## src/rtl/clk_gen_pkg.sv

```systemverilog
// Shared constants for the SM83 clock/reset generator:
// phase geometry, per-output phase masks and start-up defaults.
package clk_gen_pkg;

  localparam int PH_W   = 3;
  localparam int MC_LEN = 8;

  // bit i set = output high in phase i
  localparam logic [7:0] MASK_MAIN  = 8'h0F;
  localparam logic [7:0] MASK_ADR   = 8'h3C;
  localparam logic [7:0] MASK_INC   = 8'h30;
  localparam logic [7:0] MASK_DATA  = 8'hC3;
  localparam logic [7:0] MASK_LATCH = 8'h80;

  localparam int DEF_STABLE_CYCLES = 16;
  localparam int DEF_RESET_MCYCLES = 4;

endpackage

```

## src/rtl/osc_stab_timer.sv

```systemverilog
// Oscillator stabilisation timer: counts enabled edges and
// raises a sticky stable flag when the count hits STABLE_CYCLES.
module osc_stab_timer
  import clk_gen_pkg::*;
#(
  parameter int STABLE_CYCLES = DEF_STABLE_CYCLES
) (
  input  logic i_clk,
  input  logic i_rst_n,
  input  logic i_en,
  output logic o_stable,
  output logic o_stable_d
);

  localparam int CW = $clog2(STABLE_CYCLES + 1);

  logic [CW-1:0] r_cnt;
  logic          r_stable;
  logic          w_hit;

  assign w_hit      = i_en && (r_cnt == CW'(STABLE_CYCLES - 1));
  assign o_stable_d = r_stable | w_hit;
  assign o_stable   = r_stable;

  always_ff @(posedge i_clk) begin
    if (!i_rst_n) begin
      r_cnt    <= '0;
      r_stable <= 1'b0;
    end else begin
      if (i_en && !r_stable)
        r_cnt <= r_cnt + 1'b1;
      r_stable <= o_stable_d;
    end
  end

endmodule

```

## src/rtl/external_clk.sv

```systemverilog
// SM83 clock/reset generator: 8-phase sequencer, gated
// phase-decoded core clocks and reset sequencing.
module external_clk
  import clk_gen_pkg::*;
#(
  parameter int STABLE_CYCLES = DEF_STABLE_CYCLES,
  parameter int RESET_MCYCLES = DEF_RESET_MCYCLES
) (
  input  logic CLK,
  input  logic RESET,
  output logic ADR_CLK_N,
  output logic ADR_CLK_P,
  output logic DATA_CLK_N,
  output logic DATA_CLK_P,
  output logic INC_CLK_N,
  output logic INC_CLK_P,
  output logic LATCH_CLK,
  output logic MAIN_CLK_N,
  output logic MAIN_CLK_P,
  output logic CLK_ENA,
  output logic OSC_ENA,
  output logic OSC_STABLE,
  output logic ASYNC_RESET,
  output logic SYNC_RESET
);

  localparam int MW = $clog2(RESET_MCYCLES + 2);

  logic [PH_W-1:0] r_ph;
  logic [PH_W-1:0] w_ph_nxt;
  logic [MW-1:0]   r_mc;
  logic            w_wrap;
  logic            w_ena_nxt;
  logic            w_stable_d;

  osc_stab_timer #(
    .STABLE_CYCLES(STABLE_CYCLES)
  ) u_stab (
    .i_clk     (CLK),
    .i_rst_n   (RESET),
    .i_en      (OSC_ENA),
    .o_stable  (OSC_STABLE),
    .o_stable_d(w_stable_d)
  );

  assign w_wrap    = OSC_ENA && (r_ph == PH_W'(MC_LEN - 1));
  assign w_ph_nxt  = OSC_ENA ? r_ph + 1'b1 : r_ph;
  // gate opens only on an M-cycle boundary
  assign w_ena_nxt = CLK_ENA | (w_wrap & OSC_STABLE);

  always_ff @(posedge CLK) begin
    if (!RESET) begin
      r_ph        <= '0;
      r_mc        <= '0;
      OSC_ENA     <= 1'b0;
      CLK_ENA     <= 1'b0;
      ASYNC_RESET <= 1'b1;
      SYNC_RESET  <= 1'b1;
      MAIN_CLK_P  <= 1'b0;
      MAIN_CLK_N  <= 1'b1;
      ADR_CLK_P   <= 1'b0;
      ADR_CLK_N   <= 1'b1;
      INC_CLK_P   <= 1'b0;
      INC_CLK_N   <= 1'b1;
      DATA_CLK_P  <= 1'b0;
      DATA_CLK_N  <= 1'b1;
      LATCH_CLK   <= 1'b0;
    end else begin
      OSC_ENA     <= 1'b1;
      r_ph        <= w_ph_nxt;
      CLK_ENA     <= w_ena_nxt;
      ASYNC_RESET <= ~w_stable_d;
      if (w_wrap && w_ena_nxt) begin
        if (r_mc != MW'(RESET_MCYCLES + 1))
          r_mc <= r_mc + 1'b1;
        if (r_mc == MW'(RESET_MCYCLES))
          SYNC_RESET <= 1'b0;
      end
      MAIN_CLK_P <= w_ena_nxt & MASK_MAIN[w_ph_nxt];
      MAIN_CLK_N <= ~(w_ena_nxt & MASK_MAIN[w_ph_nxt]);
      ADR_CLK_P  <= w_ena_nxt & MASK_ADR[w_ph_nxt];
      ADR_CLK_N  <= ~(w_ena_nxt & MASK_ADR[w_ph_nxt]);
      INC_CLK_P  <= w_ena_nxt & MASK_INC[w_ph_nxt];
      INC_CLK_N  <= ~(w_ena_nxt & MASK_INC[w_ph_nxt]);
      DATA_CLK_P <= w_ena_nxt & MASK_DATA[w_ph_nxt];
      DATA_CLK_N <= ~(w_ena_nxt & MASK_DATA[w_ph_nxt]);
      LATCH_CLK  <= w_ena_nxt & MASK_LATCH[w_ph_nxt];
    end
  end

endmodule

```

## config.mk

```make
export PLATFORM = sky130hd
export DESIGN_NAME = external_clk
export DESIGN_NICKNAME = d
export VERILOG_FILES = /design/src/rtl/clk_gen_pkg.sv /design/src/rtl/osc_stab_timer.sv /design/src/rtl/external_clk.sv
export SDC_FILE = /design/constraint.sdc
export NUM_CORES = 1
export LEC_CHECK = 0
export CORE_UTILIZATION = 39
export CTS_BUF_LIST = sky130_fd_sc_hd__clkbuf_8 sky130_fd_sc_hd__clkbuf_16
export DETAILED_ROUTE_END_ITERATION = 10
export PLACE_DENSITY = 0.66
export SLEW_MARGIN = 20
export SYNTH_ARGS = -nofsm -noshare
export SYNTH_HDL_FRONTEND = slang
export SYNTH_SLANG_ARGS = --single-unit
```

## constraint.sdc

```tcl
create_clock -name CLK -period 3.7 [get_ports CLK]
set_input_delay 0.925 -clock CLK [delete_from_list [all_inputs] [get_ports CLK]]
set_output_delay 0.925 -clock CLK [all_outputs]
set_load 0.005 [all_outputs]
```

==> results.sh <==
export IMPL_outcome="finished clean"
export IMPL_syn_to_final_growth_pct=20.4
export IMPL_worst_path_max_delay_cell="clkdlybuf4s50_1"
export IMPL_cap_violations=0
export IMPL_track_usage_pct=12.2
export IMPL_endpoint_kind="output pin"
export IMPL_crit_fanout=9
export IMPL_yosys_warnings=0
export IMPL_clock_skew_ns=0.00346
export IMPL_cts_root_buf="clkbuf_8"
export IMPL_synth_edf_count=0
export IMPL_p_leak_nw=0.514
export IMPL_cts_setup_buffers=0
export IMPL_hold_path_class="flop to flop"
export IMPL_port_buffers=15
export IMPL_fp_dieH_um=52.9
export IMPL_overflow=0
export IMPL_dieArea_um2=2800
export IMPL_htreeDepth=1
export IMPL_crit_family="buffers and inverters"
export IMPL_regMostFlops="u_stab.r_cnt"
export IMPL_largest_reg_flops=5
export IMPL_synth_xor_area_share_pct=2.60
export IMPL_synth_top_cell_by_area="dfxtp_1"
export IMPL_synth_compound_area_share_pct=6.20
export IMPL_cts_hold_buf=0
export IMPL_grt_max_degree=19
export IMPL_drt_pass1_iterations=4
export IMPL_initial_core_util_pct=41.1
export IMPL_setup_tns_ns=0
export IMPL_powerDensity_nw_per_um2=377
export IMPL_crit_type="flop to output pin"
export IMPL_row_count=18
export IMPL_cts_sinks=25
export IMPL_placed_cell_area_um2=1170
export IMPL_grt_pass1_vias=579
export IMPL_final_area_um2=1220
export IMPL_critPathBufInv=1
export IMPL_net_switching_power_uw=95.4
export IMPL_switching_share_pct=20.8
export IMPL_crit_chain="clkdlybuf4s50_1"
export IMPL_seqPwrFrac_pct=61.1
export IMPL_vdd_drop_max_mv=0.203
export IMPL_core_region_area_um2=2450
export IMPL_final_common_cell="dfxtp_1"
export IMPL_final_cell_mix="25 x dfxtp_1, 15 x clkdlybuf4s50_1, 11 x nand2_1, 9 x ha_1, 6 x inv_1"
export IMPL_synth_avg_cell_area_um2=11.2
export IMPL_finalHoldViolCount=0
export IMPL_antenna_found_initial=0
export IMPL_dp_slack_ns=1.14
export IMPL_start_kind="flop"
export IMPL_fin_nets=118
export IMPL_synth_top_family_by_area="simple AND/OR/NAND/NOR gates"
export IMPL_worst_pin_slew_ns=0.555
export IMPL_drtIter0Drc=9
export IMPL_cts_tree="built"
export IMPL_p_int_uw=364
export IMPL_die_x_um=52.9
export IMPL_yosys_area_share_simple_pct=19.6
export IMPL_post_drt_wl_per_cell_um=10.1
export IMPL_max_freq_mhz=435
export IMPL_dp_hpwl_mm=1.04
export IMPL_gp_congestion=0.670
export IMPL_total_power_uw=459
export IMPL_finalMaxSlewViolations=0
export IMPL_synth_top_area_share_pct=49.6
export IMPL_insertion_delay_ns=0.26
export IMPL_grt_pass1_wl_mm=2.48
export IMPL_synth_top_flop_cell="dfxtp_1"
export IMPL_period_share_pct=62.2
export IMPL_syn_nets=101
export IMPL_io_pins=16
export IMPL_synth_seq_area_share_pct=49.6
export IMPL_period_needed_ns=2.30
export IMPL_synth_adder_area_share_pct=11.2
export IMPL_synthesis_area_um2=1010
export IMPL_setup_viol=0
export IMPL_combPwrFrac_pct=6.4
export IMPL_drc=0
export IMPL_top_regs="u_stab.r_cnt: 5 flops, r_mc: 3 flops, r_ph: 3 flops"
export IMPL_drive_above_1_share_pct=10.4
export IMPL_synthMuxAreaShare_pct=6.44
export IMPL_timing_final_ws_setup_ns=1.40
export IMPL_wirelength_mm=1.38
export IMPL_slew_headroom_pct=62.9
export IMPL_synth_area_leaders="dfxtp_1 50%, ha_1 11%, mux2i_1 5.0%"
export IMPL_numCtsBuffers=3
export IMPL_vias_per_cell=4.58
export IMPL_cts_resized_gates=0
export IMPL_rsz0062_at_grt="false"
export IMPL_syn_inst=90
export IMPL_ys_seq_elements=25
export IMPL_clkTransAtPathRegs_ns=0.08
export IMPL_clock_path_buffers=2
export IMPL_cpPeakStageDelay_ns=0.58
export IMPL_ant_nets=0
export IMPL_clkPwrFrac_pct=32.5
export IMPL_vias=623
export IMPL_yosys_cell_types_count=29
export IMPL_diodes=0
export IMPL_async_reset_ff_share_pct=0
export IMPL_critical_path_arrival_ns=1.38
export IMPL_cp_required_ns=2.77
==> power groups by stage <==
stage	clock (mW)	combinational (mW)	sequential, mW
global route	0.168	0.0347	0.281
floorplan	0	0.0247	0.285
CTS	0.157	0.0301	0.280
finish	0.149	0.0295	0.280
global placement	0	0.0288	0.287
detailed placement	0	0.0299	0.287
==> cell families (layout without fill, tap and decap cells) <==
group	Yosys count	count (layout)
buffers and inverters	8	24
xor gates and xnor gates	3	3
and+or+nand+nor	31	31
AOI/OAI and AO/OA	8	8
muxes	6	6
adders and majority gates	9	9
DFF	25	25
==> per-layer routing <==
layer | vias to the layer above | part of all wire, % | track usage, %
met5 | - | 0 | 0
met4 | 0 | 0 | 3.95
met3 | 0 | 2.9 | 3.45
met2 | 7 | 51 | 19.8
met1 | 288 | 46 | 15.3
li1 | 328 | - | -
==> path summary, 6_finish.rpt <==
kind              start    endpoint  slack, ns  cells after the start
min reg2reg  SYNC_RESET  SYNC_RESET       0.47                      2
max reg2reg     r_ph[0]   ADR_CLK_N       2.00                      5
min          SYNC_RESET  SYNC_RESET       0.47                      2
max             OSC_ENA     OSC_ENA       1.40                      1
==> layout make-up <==
| cell class | instances | area (um^2) |
|---|---|---|
| clock buffer | 3 | 41.3 |
| clock inverter | 1 | 3.75 |
| fill | 234 | 1240 |
| inverter | 5 | 18.8 |
| multi-input combinational | 57 | 464 |
| sequential | 25 | 500 |
| tap | 30 | 37.5 |
| timing repair buffer | 15 | 150 |
==> through the flow <==
step	cells	hold slack (ns)	utilization, %
3_5_place_dp	132	0.460	47.7
2_1_floorplan	90	0.442	-
3_3_place_gp	132	0.459	47.7
6_report	136	0.473	49.5
5_1_grt	136	0.519	49.5
4_1_cts	136	0.479	49.5
==> Yosys cell counts (2+ instances only) <==
cell,n
and2_1,5
and2_4,2
buf_6,2
dfxtp_1,25
ha_1,9
inv_1,5
mux2i_1,5
nand2_1,11
nand2b_1,3
nor2b_1,2
nor2b_4,2
xor2_1,2
(Power assumes the default switching activity.)
